<file path="src/rtl/cdr_tx_pkg.sv">
// Shared types and constants for the CDR pattern transmitter and its PRBS7 generator.
package cdr_tx_pkg;

  typedef enum logic [1:0] {
    MODE_CLK  = 2'b00,
    MODE_PRBS = 2'b01,
    MODE_BYTE = 2'b10,
    MODE_IDLE = 2'b11
  } mode_e;

  typedef enum logic [1:0] {
    ST_IDLE = 2'd0,
    ST_SYNC = 2'd1,
    ST_RUN  = 2'd2
  } state_e;

  localparam logic [6:0] PRBS7_SEED = 7'h7F;

  // Jitter LFSR: x^8+x^6+x^5+x^4, Fibonacci form shifting left.
  localparam logic [7:0] JIT_SEED = 8'hA5;
  localparam logic [7:0] JIT_TAPS = 8'b1011_1000;

  function automatic logic [7:0] jit_next(input logic [7:0] s);
    return {s[6:0], ^(s & JIT_TAPS)};
  endfunction

endpackage

</file>
<file path="src/rtl/cdr_pattern_tx_if.sv">
// Configuration and serial-output bundle of the CDR pattern transmitter.
interface cdr_pattern_tx_if #(
  parameter int DIV_W = 8
);
  logic             en;
  logic [DIV_W-1:0] bit_div;
  logic [1:0]       mode;
  logic [7:0]       pat_byte;
  logic             load;
  logic             err_inj;
  logic             tx_data;
  logic             bit_strobe;
  logic             frame_start;
  logic             err_pending;
  logic [1:0]       state_o;

  modport master (
    output en, bit_div, mode, pat_byte, load, err_inj,
    input  tx_data, bit_strobe, frame_start, err_pending, state_o
  );

  modport slave (
    input  en, bit_div, mode, pat_byte, load, err_inj,
    output tx_data, bit_strobe, frame_start, err_pending, state_o
  );
endinterface

</file>
<file path="src/rtl/prbs7_lfsr.sv">
// PRBS7 (x^7+x^6+1) generator shared with the CDR-side checker; bit_o is the current MSB.
module prbs7_lfsr
  import cdr_tx_pkg::*;
(
  input  logic clk,
  input  logic rst,
  input  logic adv,
  input  logic reseed,
  output logic bit_o,
  output logic at_seed
);

  logic [6:0] lfsr_q, lfsr_d;

  always_comb begin
    lfsr_d = lfsr_q;
    if (reseed) begin
      lfsr_d = PRBS7_SEED;
    end else if (adv) begin
      // The all-zero lock-up state is escaped by reloading the seed.
      lfsr_d = (lfsr_q == '0) ? PRBS7_SEED : {lfsr_q[5:0], lfsr_q[6] ^ lfsr_q[5]};
    end
  end

  always_ff @(posedge clk or posedge rst) begin
    if (rst) lfsr_q <= PRBS7_SEED;
    else     lfsr_q <= lfsr_d;
  end

  assign bit_o   = lfsr_q[6];
  assign at_seed = (lfsr_q == PRBS7_SEED);

endmodule

</file>
<file path="src/rtl/cdr_pattern_tx.sv">
// NRZ pattern transmitter: preamble, then clock / PRBS7 / byte / idle at a programmable bit period.
// Optional macro CDR_TX_JITTER_EN adds +-1 cycle pseudo-random period jitter.
module cdr_pattern_tx
  import cdr_tx_pkg::*;
#(
  parameter int DIV_W         = 8,
  parameter int PREAMBLE_BITS = 16
) (
  input  logic              clk,
  input  logic              rst,
  cdr_pattern_tx_if.slave   bus
);

  localparam int PRE_W = $clog2(PREAMBLE_BITS + 1);

  state_e           st_q, st_d;
  mode_e            mode_q, mode_d;
  logic [DIV_W-1:0] div_q, div_d, cnt_q, cnt_d, limit;
  logic [7:0]       pat_q, pat_d;
  logic [PRE_W-1:0] pre_q, pre_d;
  logic [2:0]       idx_q, idx_d, idx_use;
  logic             restart_q, restart_d, err_q, err_d;
  logic             tx_q, tx_d, stb_q, stb_d, frm_q, frm_d;
  logic             adv, reseed, prbs_bit, prbs_at_seed, wrap, run_bit, run_frm, apply_err;

  prbs7_lfsr u_prbs (
    .clk     (clk),
    .rst     (rst),
    .adv     (adv),
    .reseed  (reseed),
    .bit_o   (prbs_bit),
    .at_seed (prbs_at_seed)
  );

`ifdef CDR_TX_JITTER_EN
  logic [7:0]       jit_q, jit_d;
  logic [1:0]       jsel_q, jsel_d;
  logic [DIV_W-1:0] base;

  always_comb begin
    jit_d  = jit_next(jit_q);
    jsel_d = stb_d ? jit_q[1:0] : jsel_q;
    base   = (div_q < DIV_W'(3)) ? DIV_W'(3) : div_q;
    case (jsel_q)
      2'b01:   limit = base;
      2'b10:   limit = base - DIV_W'(2);
      default: limit = base - DIV_W'(1);
    endcase
  end

  always_ff @(posedge clk or posedge rst) begin
    if (rst) begin
      jit_q  <= JIT_SEED;
      jsel_q <= 2'b00;
    end else begin
      jit_q  <= jit_d;
      jsel_q <= jsel_d;
    end
  end
`else
  always_comb limit = ((div_q < DIV_W'(2)) ? DIV_W'(2) : div_q) - DIV_W'(1);
`endif

  // RUN pattern bit for the current position; the first RUN bit always uses position 0.
  always_comb begin
    idx_use = (st_q == ST_RUN) ? idx_q : 3'd0;
    run_bit = 1'b0;
    run_frm = 1'b0;
    case (mode_q)
      MODE_CLK:  begin run_bit = ~idx_use[0];            run_frm = ~idx_use[0];       end
      MODE_PRBS: begin run_bit = prbs_bit;               run_frm = prbs_at_seed;      end
      MODE_BYTE: begin run_bit = pat_q[3'd7 - idx_use];  run_frm = (idx_use == 3'd0); end
      default:   begin run_bit = 1'b0;                   run_frm = 1'b0;              end
    endcase
  end

  always_comb begin
    // NOTE: every signal driven here gets a default first, so no path can infer a latch.
    st_d      = st_q;
    cnt_d     = cnt_q + DIV_W'(1);
    pre_d     = pre_q;
    idx_d     = idx_q;
    restart_d = restart_q;
    tx_d      = tx_q;
    stb_d     = 1'b0;
    frm_d     = 1'b0;
    adv       = 1'b0;
    reseed    = 1'b0;
    apply_err = 1'b0;
    div_d     = bus.load ? bus.bit_div : div_q;
    mode_d    = bus.load ? mode_e'(bus.mode) : mode_q;
    pat_d     = bus.load ? bus.pat_byte : pat_q;
    wrap      = (cnt_q >= limit);

    if (!bus.en) begin
      st_d      = ST_IDLE;
      cnt_d     = '0;
      pre_d     = '0;
      idx_d     = '0;
      restart_d = 1'b0;
      tx_d      = 1'b0;
    end else if (st_q == ST_IDLE) begin
      st_d   = ST_SYNC;
      cnt_d  = '0;
      tx_d   = 1'b1;
      stb_d  = 1'b1;
      pre_d  = PRE_W'(1);
      reseed = 1'b1;
    end else if (wrap) begin
      cnt_d = '0;
      stb_d = 1'b1;
      if (restart_q) begin
        st_d      = ST_SYNC;
        tx_d      = 1'b1;
        pre_d     = PRE_W'(1);
        reseed    = 1'b1;
        restart_d = 1'b0;
      end else if (st_q == ST_SYNC && pre_q != PRE_W'(PREAMBLE_BITS)) begin
        tx_d  = ~pre_q[0];
        pre_d = pre_q + PRE_W'(1);
      end else begin
        st_d      = ST_RUN;
        apply_err = err_q;
        tx_d      = run_bit ^ err_q;
        frm_d     = run_frm;
        idx_d     = idx_use + 3'd1;
        adv       = (mode_q == MODE_PRBS);
      end
    end

    // A reload while active takes effect at the next bit boundary (after this edge).
    if (bus.load && bus.en && st_q != ST_IDLE) restart_d = 1'b1;

    err_d = bus.en && !apply_err && (err_q || bus.err_inj);
  end

  // NOTE: non-blocking assignments make every flop sample the same pre-edge values.
  always_ff @(posedge clk or posedge rst) begin
    if (rst) begin
      st_q      <= ST_IDLE;
      cnt_q     <= '0;
      div_q     <= DIV_W'(2);
      mode_q    <= MODE_CLK;
      pat_q     <= '0;
      pre_q     <= '0;
      idx_q     <= '0;
      restart_q <= 1'b0;
      err_q     <= 1'b0;
      tx_q      <= 1'b0;
      stb_q     <= 1'b0;
      frm_q     <= 1'b0;
    end else begin
      st_q      <= st_d;
      cnt_q     <= cnt_d;
      div_q     <= div_d;
      mode_q    <= mode_d;
      pat_q     <= pat_d;
      pre_q     <= pre_d;
      idx_q     <= idx_d;
      restart_q <= restart_d;
      err_q     <= err_d;
      tx_q      <= tx_d;
      stb_q     <= stb_d;
      frm_q     <= frm_d;
    end
  end

  assign bus.tx_data     = tx_q;
  assign bus.bit_strobe  = stb_q;
  assign bus.frame_start = frm_q;
  assign bus.err_pending = err_q;
  assign bus.state_o     = st_q;

endmodule

</file>
<file path="src/flat_wrapper.sv">
// flat-port wrapper written by rule: the top's interface ports become plain ports
module cdr_pattern_tx_flat import cdr_tx_pkg::*;
#(
  parameter int DIV_W         = 8,
  parameter int PREAMBLE_BITS = 16
)
  (clk, rst, bus_en, bus_bit_div, bus_mode, bus_pat_byte, bus_load, bus_err_inj, bus_tx_data, bus_bit_strobe, bus_frame_start, bus_err_pending, bus_state_o);
  cdr_pattern_tx_if #(.DIV_W(DIV_W)) bus_i ();
  input  logic clk;
  input  logic rst;
  input wire logic [$bits(bus_i.en)-1:0] bus_en;
  input wire logic [$bits(bus_i.bit_div)-1:0] bus_bit_div;
  input wire logic [$bits(bus_i.mode)-1:0] bus_mode;
  input wire logic [$bits(bus_i.pat_byte)-1:0] bus_pat_byte;
  input wire logic [$bits(bus_i.load)-1:0] bus_load;
  input wire logic [$bits(bus_i.err_inj)-1:0] bus_err_inj;
  output wire logic [$bits(bus_i.tx_data)-1:0] bus_tx_data;
  output wire logic [$bits(bus_i.bit_strobe)-1:0] bus_bit_strobe;
  output wire logic [$bits(bus_i.frame_start)-1:0] bus_frame_start;
  output wire logic [$bits(bus_i.err_pending)-1:0] bus_err_pending;
  output wire logic [$bits(bus_i.state_o)-1:0] bus_state_o;
  assign bus_i.en = bus_en;
  assign bus_i.bit_div = bus_bit_div;
  assign bus_i.mode = bus_mode;
  assign bus_i.pat_byte = bus_pat_byte;
  assign bus_i.load = bus_load;
  assign bus_i.err_inj = bus_err_inj;
  assign bus_tx_data = bus_i.tx_data;
  assign bus_bit_strobe = bus_i.bit_strobe;
  assign bus_frame_start = bus_i.frame_start;
  assign bus_err_pending = bus_i.err_pending;
  assign bus_state_o = bus_i.state_o;
  cdr_pattern_tx #(.DIV_W(DIV_W), .PREAMBLE_BITS(PREAMBLE_BITS)) u_core (.clk(clk), .rst(rst), .bus(bus_i));
endmodule
</file>
<file path="config.mk">
export PLATFORM = sky130hd
export DESIGN_NAME = cdr_pattern_tx_flat
export DESIGN_NICKNAME = d
export VERILOG_FILES = /design/src/rtl/cdr_tx_pkg.sv /design/src/rtl/cdr_pattern_tx_if.sv /design/src/rtl/prbs7_lfsr.sv /design/src/rtl/cdr_pattern_tx.sv /design/src/flat_wrapper.sv
export SDC_FILE = /design/constraint.sdc
export NUM_CORES = 1
export LEC_CHECK = 0
export BUFFER_PORTS_ARGS = -buffer_cell sky130_fd_sc_hd__buf_2
export CORE_AREA = 2 2 98 100
export CTS_CLUSTER_DIAMETER = 150
export CTS_CLUSTER_SIZE = 40
export DETAILED_ROUTE_END_ITERATION = 12
export DIE_AREA = 0 0 100 102
export PLACE_DENSITY = 0.57
export SKIP_CTS_REPAIR_TIMING = 1
export SLEW_MARGIN = 30
export SYNTH_ARGS = -nofsm -noshare
export SYNTH_HDL_FRONTEND = slang
export SYNTH_HIERARCHICAL = 1
export SYNTH_SLANG_ARGS = --single-unit
</file>
<file path="constraint.sdc">
create_clock -name clk -period 4.2 [get_ports clk]
set_input_delay 0.21 -clock clk [delete_from_list [all_inputs] [get_ports clk]]
set_output_delay 0.21 -clock clk [all_outputs]
set_load 0.005 [all_outputs]
</file>
==> results.sh, run 1 <==
export IMPL_overflow=0
export IMPL_path_cells="nor4_2 -> nand2_1 -> o21ai_0 -> ha_1 -> nand2_1 -> nor3_1 -> xnor2_1 -> ha_1 -> nand2_1 -> nor3_2 -> a21o_1 -> nand2_1 -> nor3b_1 -> buf_4 -> nor3b_1 -> a21oi_1"
export IMPL_io_pins=29
export IMPL_die_h_um=102
export IMPL_port_buffers=28
export IMPL_synth_cell_types=56
export IMPL_dr_total_vias=1994
export IMPL_fmax_mhz=274.1
export IMPL_initial_utilization_pct=29.52
export IMPL_cts_num_sinks=48
export IMPL_drt_pass1_iter_count=4
export IMPL_synth_warnings=6
export IMPL_syn_num_nets=301
export IMPL_grt_max_degree=42
export IMPL_post_route_min_period_ns=3.648
export IMPL_synth_edf_count=0
export IMPL_post_place_ws_ns=0.4460
export IMPL_ant_nets=0
export IMPL_timing_critical_path_to_type="register"
export IMPL_worstPathMaxFanout=14
export IMPL_drive_above_1_share_pct=26.01
export IMPL_crit_type="register to register"
export IMPL_cts_buffers=5
export IMPL_placed_cell_area_um2=2947
export IMPL_die_width_um=100
export IMPL_ys_seq_elements=48
export IMPL_design_area_um2=3047
export IMPL_gp_congestion=0.8308
export IMPL_clkTransAtPathRegs_ns=0.09
export IMPL_fill_cells=963
export IMPL_routed_wl_um=5620
export IMPL_max_cap_viol_count=0
export IMPL_routed_via_density=4.899
export IMPL_coreArea_um2=9109
export IMPL_area_delta_synth_final_pct=13.31
export IMPL_finalClockSkew_ns=0.01198
export IMPL_powerDensity_nw_per_um2=325.1
export IMPL_dieArea_um2=10200
export IMPL_p_leak_nw=1.334
export IMPL_root_buffer="clkbuf_8"
export IMPL_cts_max_path_buffers=2
export IMPL_finalMaxSlewViolations=0
export IMPL_timing_final_ws_setup_ns=0.5523
export IMPL_synth_seq_area_share_pct=45.04
export IMPL_synth_avg_cell_area_um2=10.18
export IMPL_critPathLaunchType="register"
export IMPL_fin_crit_sh_pct=86.85
export IMPL_slew_headroom_pct=63.68
export IMPL_setup_tns_ns=0
export IMPL_synthArstFlopShare_pct=100.0
export IMPL_syn_area_um2=2689
export IMPL_antenna_cells=0
export IMPL_cts_tree="built"
export IMPL_antenna_found_initial=0
export IMPL_hpwlAfterDp_um=4121
export IMPL_grt_pass1_wl_um=9646
export IMPL_cp_common_cell="nand2_1"
export IMPL_wl_per_cell_um=13.81
export IMPL_slowest_stage="dfrtp_1"
export IMPL_final_core_util_pct=33.45
export IMPL_worstPathArrival_ns=3.88
export IMPL_min_path_type="input pin to async pin"
export IMPL_drc_errors=0
export IMPL_grt_pass1_vias=1983
export IMPL_final_hold_viol_count=0
export IMPL_worst_pin_slew_ns=0.5449
export IMPL_setup_viol=0
export IMPL_rsz0062_at_grt="no"
export IMPL_finish_net_count=332
export IMPL_ys_flop_type="dfrtp_1"
export IMPL_ir_drop_v=0.0001186
export IMPL_num_rows=35
export IMPL_outcome="complete, no violations"
export IMPL_h_tree_depth=2
export IMPL_track_usage_pct=11.79
export IMPL_syn_inst=264
export IMPL_power_total_mw=0.9906
export IMPL_critPathRequiredTime_ns=4.43
export IMPL_cp_slowest_stage_delay_ns=0.44
export IMPL_clk_latency_ns=0.30
export IMPL_drtIter0Drc=102
## cells in the mapped netlist (2+ instances only)
master	count	area (µm²)
xor2_1	7	61.31
o21ai_1	3	15.01
nand4bb_1	2	22.52
dfstp_2	8	210.2
o21ai_0	5	25.02
nor2_1	33	123.9
nor3_2	2	20.02
or3_1	2	12.51
mux2i_1	5	50.05
nor3_1	11	55.05
a21oi_1	9	45.04
nand3_1	12	60.06
ha_1	14	175.2
nand2_1	19	71.32
o211a_1	2	20.02
o211ai_1	2	15.01
and3_1	2	12.51
mux2_2	17	191.4
a31oi_1	9	56.30
a211oi_1	2	15.01
o21ai_2	2	17.52
a21boi_1	2	15.01
clkbuf_1	4	15.01
nand3b_1	2	15.01
a21boi_0	3	22.52
inv_1	9	33.78
dfrtp_1	40	1001
xnor2_1	6	52.55
nor3b_1	3	22.52
## path summary, 6_finish.rpt
check | from | to | slack (ns) | cells after the start
setup reg to reg | u_core/div_q[6]$_DFFE_PP0P_ | u_core/u_prbs/lfsr_q[0]$_DFFE_PP1P_ | 0.55 | 16
setup / recovery | u_core/div_q[6]$_DFFE_PP0P_ | u_core/u_prbs/lfsr_q[0]$_DFFE_PP1P_ | 0.55 | 16
hold / removal | rst | u_core/pre_q[2]$_DFFE_PP0P_ | 0.04 | 3
min in group clk | bus_mode[1] | u_core/mode_q[1]$_DFFE_PP0P_ | 0.13 | 3
hold reg to reg | u_core/pat_q[7]$_DFFE_PP0P_ | u_core/pat_q[7]$_DFFE_PP0P_ | 0.51 | 1
max in group asynchronous | rst | u_core/div_q[1]$_DFFE_PP1P_ | 3.78 | 3
## per-stage QoR
stage          hold slack, ns  std cells
2_1_floorplan          0.2309        264
3_3_place_gp           0.3971        399
3_5_place_dp           0.3953        399
4_1_cts               0.05779        407
5_1_grt                0.1140        407
6_report              0.03943        407
## per-layer routing
layer  part of all wire, %  vias up  routed length [µm]  GRT usage [%]
li1                      -     1009                   -              -
met1                    48      956                2717          15.38
met2                    47       24                2652          19.80
met3                   3.6        5                 200          2.531
met4                  0.91        0                  51          3.477
met5                     0        -                   0              0
## cell families after synthesis
group	share of synthesized area, %
AOI/OAI and AO/OA	13.26
xor gates and xnor gates	4.235
adders and majority gates	6.515
and+or+nand+nor	18.80
muxes	8.981
DFF	45.04
buffers and inverters	3.163
## placed cells by master (no fill, tap or decap), types with 5 or more instances in the layout
master	count
o21ai_0	5
a21oi_1	9
a31oi_1	9
buf_2	28
inv_1	9
nor2_1	33
dfrtp_1	40
clkbuf_8	6
ha_1	14
dfstp_2	8
xor2_1	7
mux2_2	17
nand3_1	12
mux2i_1	5
nor3_1	11
xnor2_1	6
nand2_1	19
## registers in the layout, indices dropped and copies added (netlist names)
| register | cells |
|---|---|
| u_core/cnt_q | 8 |
| u_core/div_q | 8 |
| u_core/pat_q | 8 |
| u_core/u_prbs/lfsr_q | 7 |
| u_core/pre_q | 5 |
| u_core/idx_q | 3 |
| u_core/bus.state_o | 2 |
| u_core/mode_q | 2 |
| u_core/bus.bit_strobe | 1 |
| u_core/bus.err_pending | 1 |
| u_core/bus.frame_start | 1 |
| u_core/bus.tx_data | 1 |
| u_core/restart_q | 1 |
## worst max-delay path: cells and delay by family, from the launching register on
family	cells	cell delay (ns)
simple gates	9	1.70
fa+ha+maj	2	0.51
compound gates	3	0.59
xor+xnor	1	0.11
flops	1	0.44
buf+inv	1	0.22
## final cells by class
class / count / area [µm²] / share of cell area, %
Multi-Input combinational cell: 198 / 1399 / 45.91
Sequential cell: 48 / 1211 / 39.75
Timing Repair Buffer: 31 / 162.7 / 5.339
Tap cell: 111 / 138.9 / 4.559
Clock buffer: 7 / 86.33 / 2.834
Inverter: 11 / 41.29 / 1.355
Clock inverter: 1 / 7.507 / 0.2464
## where the power goes
group	leakage [nW]	internal (mW)	total, mW	switching, mW
Combinational	0.695	0.0781	0.178	0.0997
Clock	0.0445	0.134	0.289	0.155
Sequential	0.595	0.492	0.524	0.0321
Total	1.33	0.704	0.991	0.287
Note: power is estimated with default switching activity, not from simulation.
==> run 2: changes to the inputs <==
--- a/config.mk
+++ b/config.mk
@@ -6,12 +6,12 @@
 export NUM_CORES = 1
 export LEC_CHECK = 0
 export BUFFER_PORTS_ARGS = -buffer_cell sky130_fd_sc_hd__buf_2
-export CORE_AREA = 2 2 98 100
+export CORE_AREA = 2 2 81 83
 export CTS_CLUSTER_DIAMETER = 150
 export CTS_CLUSTER_SIZE = 40
 export DETAILED_ROUTE_END_ITERATION = 12
-export DIE_AREA = 0 0 100 102
-export PLACE_DENSITY = 0.57
+export DIE_AREA = 0 0 83 85
+export SETUP_SLACK_MARGIN = 0.15
 export SKIP_CTS_REPAIR_TIMING = 1
 export SLEW_MARGIN = 30
 export SYNTH_ARGS = -nofsm -noshare
==> run 2 against run 1 <==
Via count decreased by 0.70%. Routed wire length is 4.9% lower. Count of clock-buffer cells in the layout fell by 1. Core utilization grew 16 points. Fmax grew 1.1%. Clock skew shrank 0.0046 ns. Critical path type unchanged. Combinational power about the same. Final cell count down 8.4%.
==> results.sh, run 2 (synthesis results as in run 1) <==
export IMPL_worst_pin_slew_ns=0.5304
export IMPL_design_area_um2=3040
export IMPL_slew_headroom_pct=64.64
export IMPL_drive_above_1_share_pct=26.35
export IMPL_fmax_mhz=277.1
export IMPL_port_buffers=28
export IMPL_r2r_cells=16
export IMPL_drt_pass1_iter_count=4
export IMPL_swShare_pct=27.59
export IMPL_grt_max_degree=42
export IMPL_p_seq_share_pct=49.7
export IMPL_p_sw_mw=0.2917
export IMPL_final_hold_viol_count=0
export IMPL_worstReg2RegStart="u_core/div_q[6]$_DFFE_PP0P_"
export IMPL_final_cells=373
export IMPL_routed_via_density=5.308
export IMPL_slowest_stage="dfrtp_1"
export IMPL_antenna_found_initial=0
export IMPL_worstPathArrival_ns=3.85
export IMPL_setup_tns_ns=0
export IMPL_finalMaxSlewViolations=0
export IMPL_area_delta_synth_final_pct=13.08
export IMPL_p_leak_nw=1.352
export IMPL_root_buffer="clkbuf_8"
export IMPL_cts_buffers=5
export IMPL_finalClockSkew_ns=0.007395
export IMPL_coreArea_um2=6205
export IMPL_rsz0062_at_grt="no"
export IMPL_cts_num_sinks=48
export IMPL_min_path_type="input pin to async pin"
export IMPL_h_tree_depth=2
export IMPL_outcome="complete, no violations"
export IMPL_ir_drop_v=0.0002028
export IMPL_die_h_um=85
export IMPL_final_cell_mix="40 x dfrtp_1, 33 x nor2_1, 28 x buf_2"
export IMPL_comb_power_share_pct=16.9
export IMPL_grt_pass1_wl_um=9218
export IMPL_placed_cell_area_um2=2904
export IMPL_path_cells="nor4_4 -> nand2_1 -> o21ai_0 -> ha_1 -> nand2_1 -> nor3_1 -> xnor2_1 -> ha_1 -> nand2_1 -> nor3_2 -> a21o_1 -> nand2_1 -> nor3b_1 -> buf_4 -> nor3b_1 -> a21oi_1"
export IMPL_power_frac_clock_pct=33.3
export IMPL_worstPathMaxFanout=14
export IMPL_timing_critical_path_to_type="register"
export IMPL_die_width_um=83
export IMPL_clk_latency_ns=0.30
export IMPL_drc_errors=0
export IMPL_wl_per_cell_um=14.32
export IMPL_initial_utilization_pct=43.34
export IMPL_path_delay_family="simple AND/OR/NAND/NOR gates"
export IMPL_power_total_mw=1.057
export IMPL_dp_cells=365
export IMPL_final_common_cell="dfrtp_1"
export IMPL_p_int_mw=0.7653
export IMPL_hpwlAfterDp_um=3925
export IMPL_clkTransAtPathRegs_ns=0.09
export IMPL_cp_slowest_stage_delay_ns=0.45
export IMPL_fin_crit_sh_pct=85.93
export IMPL_routed_wl_um=5343
export IMPL_r2r_slack_ns=0.59
export IMPL_finish_net_count=332
export IMPL_cts_max_path_buffers=2
export IMPL_num_rows=29
export IMPL_ant_nets=0
export IMPL_gp_congestion=0.8262
export IMPL_grt_pass1_vias=1962
export IMPL_cp_common_cell="nand2_1"
export IMPL_powerDensity_nw_per_um2=347.6
export IMPL_cts_tree="built"
export IMPL_antenna_cells=0
export IMPL_r2r_end="u_core/u_prbs/lfsr_q[0]$_DFFE_PP1P_"
export IMPL_drtIter0Drc=30
export IMPL_reg_top3="u_core/cnt_q x8, u_core/div_q x8, u_core/pat_q x8"
export IMPL_overflow=0
export IMPL_io_pins=29
export IMPL_critPathLaunchType="register"
export IMPL_dieArea_um2=7055
export IMPL_max_cap_viol_count=0
export IMPL_setup_viol=0
export IMPL_critPathRequiredTime_ns=4.44
export IMPL_post_route_min_period_ns=3.609
export IMPL_dr_total_vias=1980
export IMPL_crit_type="register to register"
export IMPL_track_usage_pct=15.85
export IMPL_crit_buf_inv=1
export IMPL_final_core_util_pct=49.00
[run 2: cell count changes in the layout (fill, tap and decap cells not counted), sizes merged]
| cell | previous run | this run |
|---|---|---|
| clkinvlp | 1 | 0 |
| clkbuf | 7 | 6 |
| bufinv | 0 | 1 |
| clkinv | 1 | 2 |
[run 2: layer usage]
metal / global-route usage (%) / part of all wire (%)
met1: 22.06 / 50
met2: 25.29 / 46
met3: 3.113 / 2.7
met4: 4.620 / 1.1
met5: 0 / 0
[run 2: how the worst max path moves through the flow]
stage               cells past startpoint                        start  slack (ns)                                  end
floorplan                              16  u_core/div_q[6]$_DFFE_PP0P_        0.67  u_core/u_prbs/lfsr_q[3]$_DFFE_PP1P_
global placement                       16  u_core/div_q[6]$_DFFE_PP0P_        0.64  u_core/u_prbs/lfsr_q[0]$_DFFE_PP1P_
detailed placement                     16  u_core/div_q[6]$_DFFE_PP0P_        0.45  u_core/u_prbs/lfsr_q[0]$_DFFE_PP1P_
CTS                                    16  u_core/div_q[6]$_DFFE_PP0P_        0.42  u_core/u_prbs/lfsr_q[0]$_DFFE_PP1P_
global route                           16  u_core/div_q[6]$_DFFE_PP0P_        0.17  u_core/u_prbs/lfsr_q[0]$_DFFE_PP1P_
finish                                 16  u_core/div_q[6]$_DFFE_PP0P_        0.59  u_core/u_prbs/lfsr_q[0]$_DFFE_PP1P_
[run 2: tightest hold or removal path, stage by stage]
cell and delay, ns:
buf_2 0.10, inv_1 0.04, buf_4 0.43
[run 2: layout make-up]
type,count,area (µm²)
flip-flops and latches,48,1211
well taps,77,96.34
multi-input cells,198,1408
clock buffers,6,82.58
inverters,11,41.29
clock inverters,2,38.79
fillers,586,3164
repair buffers,31,162.7
[run 2: per-stage QoR]
step,hold WS [ns],setup slack [ns]
floorplan,0.2309,0.6666
global placement,0.3789,0.6444
detailed placement,0.3911,0.4502
CTS,0.05202,0.4221
global route,0.08837,0.1686
finish,0.02988,0.5908
[run 2: power groups by stage]
stage	Sequential (mW)	Combinational (mW)	Clock [mW]
finish	0.526	0.179	0.352
global route	0.532	0.204	0.379
CTS	0.524	0.180	0.364
detailed placement	0.533	0.180	0
global placement	0.532	0.177	0
floorplan	0.523	0.137	0
==> run 3: changes to the inputs <==
--- a/config.mk
+++ b/config.mk
@@ -11,6 +11,7 @@
 export CTS_CLUSTER_SIZE = 40
 export DETAILED_ROUTE_END_ITERATION = 12
 export DIE_AREA = 0 0 83 85
+export RECOVER_POWER = 50
 export SETUP_SLACK_MARGIN = 0.15
 export SKIP_CTS_REPAIR_TIMING = 1
 export SLEW_MARGIN = 30
==> run 3 against run 2 <==
Clock power is essentially flat. First-iteration DRC count is the same. Setup slack lost 0.0026 ns. Core utilization shrank 0.081 points. Flip-flop and latch count is the same. Cell area shrank 0.16%. Routed wire length grew 0.11%. Clock skew is essentially flat. Final cell count is the same. The flow now finishes with violations (capacitance limit, slew limit). Register-to-register slack is essentially flat. Largest power group unchanged. Count of clock-buffer cells in the layout is the same. Hold slack gained 0.036 ns.
==> results.sh, run 3 (synthesis results as in run 1) <==
export IMPL_grt_pass1_wl_um=9218
export IMPL_path_cells="nor4_4 -> nand2_1 -> o21ai_0 -> ha_1 -> nand2_1 -> nor3_1 -> xnor2_1 -> ha_1 -> nand2_1 -> nor3_2 -> a21o_1 -> nand2_1 -> nor3b_1 -> buf_4 -> nor3b_1 -> a21oi_1"
export IMPL_worst_pin_slew_ns=2.226
export IMPL_io_pins=29
export IMPL_slowest_stage="dfrtp_1"
export IMPL_r2r_slack_ns=0.59
export IMPL_die_h_um=85
export IMPL_root_buffer="clkbuf_8"
export IMPL_regArea_um2=1211
export IMPL_worstPathArrival_ns=3.85
export IMPL_drc_errors=0
export IMPL_fmax_mhz=276.9
export IMPL_powerDensity_nw_per_um2=348.1
export IMPL_timing_critical_path_to_type="register"
export IMPL_h_tree_depth=2
export IMPL_wl_per_cell_um=14.34
export IMPL_grt_max_degree=42
export IMPL_ant_nets=0
export IMPL_routed_wl_um=5349
export IMPL_p_int_mw=0.7649
export IMPL_hpwlAfterDp_um=3925
export IMPL_final_common_cell="dfrtp_1"
export IMPL_clkTransAtPathRegs_ns=0.09
export IMPL_swShare_pct=27.60
export IMPL_track_usage_pct=15.85
export IMPL_drt_pass1_iter_count=4
export IMPL_cts_max_path_buffers=2
export IMPL_crit_type="register to register"
export IMPL_comb_power_share_pct=16.9
export IMPL_num_rows=29
export IMPL_port_buffers=28
export IMPL_p_leak_nw=1.346
export IMPL_antenna_cells=0
export IMPL_routed_via_density=5.303
export IMPL_final_cell_mix="40 x dfrtp_1, 33 x nor2_1, 27 x buf_2"
export IMPL_path_delay_family="simple AND/OR/NAND/NOR gates"
export IMPL_cts_tree="built"
export IMPL_initial_utilization_pct=43.34
export IMPL_critPathRequiredTime_ns=4.44
export IMPL_p_seq_share_pct=49.8
export IMPL_cp_common_cell="nand2_1"
export IMPL_ir_drop_v=0.0002022
export IMPL_r2r_cells=16
export IMPL_drtIter0Drc=30
export IMPL_grt_pass1_vias=1962
export IMPL_critPathLaunchType="register"
export IMPL_final_hold_viol_count=0
export IMPL_finish_net_count=332
export IMPL_whs_ns=0.06619
export IMPL_antenna_found_initial=0
export IMPL_slew_headroom_pct=-48.42
export IMPL_setup_tns_ns=0
export IMPL_rsz0062_at_grt="no"
export IMPL_multi_input_area_um2=1408
export IMPL_area_delta_synth_final_pct=12.89
export IMPL_max_cap_viol_count=1
export IMPL_coreArea_um2=6205
export IMPL_final_cells=373
export IMPL_min_path_type="input pin to async pin"
export IMPL_finalMaxSlewViolations=42
export IMPL_setup_viol=0
export IMPL_worstReg2RegStart="u_core/div_q[6]$_DFFE_PP0P_"
export IMPL_dieArea_um2=7055
export IMPL_r2r_end="u_core/u_prbs/lfsr_q[0]$_DFFE_PP1P_"
export IMPL_gp_congestion=0.8262
export IMPL_overflow=0
export IMPL_fill_cells=589
export IMPL_drive_above_1_share_pct=25.68
export IMPL_finalClockSkew_ns=0.007400
export IMPL_dr_total_vias=1978
export IMPL_clk_latency_ns=0.30
export IMPL_fin_crit_sh_pct=86.00
export IMPL_violations="capacitance limit, slew limit"
export IMPL_p_sw_mw=0.2916
export IMPL_post_route_min_period_ns=3.612
export IMPL_cts_num_sinks=48
export IMPL_cts_buffers=5
export IMPL_power_frac_clock_pct=33.3
export IMPL_cp_depth=16
export IMPL_crit_buf_inv=1
export IMPL_cp_slowest_stage_delay_ns=0.45
export IMPL_worstPathMaxFanout=14
export IMPL_reg_top3="u_core/cnt_q x8, u_core/div_q x8, u_core/pat_q x8"
export IMPL_dp_cells=365
export IMPL_outcome="finished with violations"
export IMPL_die_width_um=83
run 3: changes by cell type in the layout (fill, tap and decap cells not counted):
cell | previous run | this run
clkbuf_1 | 0 | 2
buf_2 | 28 | 27
buf_4 | 3 | 2
run 3: worst max path at each step:
stage                                     start                             endpoint  slack, ns
finish              u_core/div_q[6]$_DFFE_PP0P_  u_core/u_prbs/lfsr_q[0]$_DFFE_PP1P_       0.59
CTS                 u_core/div_q[6]$_DFFE_PP0P_  u_core/u_prbs/lfsr_q[0]$_DFFE_PP1P_       0.42
global route        u_core/div_q[6]$_DFFE_PP0P_  u_core/u_prbs/lfsr_q[0]$_DFFE_PP1P_       0.17
global placement    u_core/div_q[6]$_DFFE_PP0P_  u_core/u_prbs/lfsr_q[0]$_DFFE_PP1P_       0.64
floorplan           u_core/div_q[6]$_DFFE_PP0P_  u_core/u_prbs/lfsr_q[3]$_DFFE_PP1P_       0.67
detailed placement  u_core/div_q[6]$_DFFE_PP0P_  u_core/u_prbs/lfsr_q[0]$_DFFE_PP1P_       0.45
run 3: cell type report:
cell class / count / area share, %
clock buffers: 6 / 2.721
well taps: 77 / 3.174
flip-flops and latches: 48 / 39.90
multi-input cells: 198 / 46.37
clock inverters: 2 / 1.278
repair buffers: 31 / 5.194
inverters: 11 / 1.360
run 3: worst register-to-register path: cells and delay by family, from the launching register on:
| family | cells | cell delay, ns |
|---|---|---|
| simple gates | 9 | 1.62 |
| compound gates | 3 | 0.66 |
| fa+ha+maj | 2 | 0.52 |
| flops | 1 | 0.45 |
| buf+inv | 1 | 0.22 |
| xor+xnor | 1 | 0.10 |
run 3: routing by layer:
| metal | up-vias | GRT usage, % | routed length, µm |
|---|---|---|---|
| met5 | - | 0 | 0 |
| met4 | 0 | 4.620 | 60 |
| met3 | 6 | 3.113 | 145 |
| met2 | 23 | 25.29 | 2483 |
| met1 | 935 | 22.06 | 2660 |
| li1 | 1014 | - | - |
run 3: power by group through the flow:
stage | Sequential (mW) | Combinational, mW | Clock, mW
after CTS | 0.524 | 0.180 | 0.364
final | 0.526 | 0.179 | 0.352
after detailed placement | 0.533 | 0.180 | 0
after global placement | 0.532 | 0.177 | 0
after floorplan | 0.523 | 0.137 | 0
after global routing | 0.532 | 0.203 | 0.379
run 3: through the flow:
stage,total power [mW],setup slack (ns),utilization [%],cell area [µm²]
after floorplan,0.6607,0.6666,-,2689
after global placement,0.7090,0.6444,46.80,2904
after detailed placement,0.7122,0.4502,46.80,2904
after CTS,1.068,0.4221,48.76,3025
after global routing,1.114,0.1686,48.92,3035
final,1.057,0.5882,48.92,3035
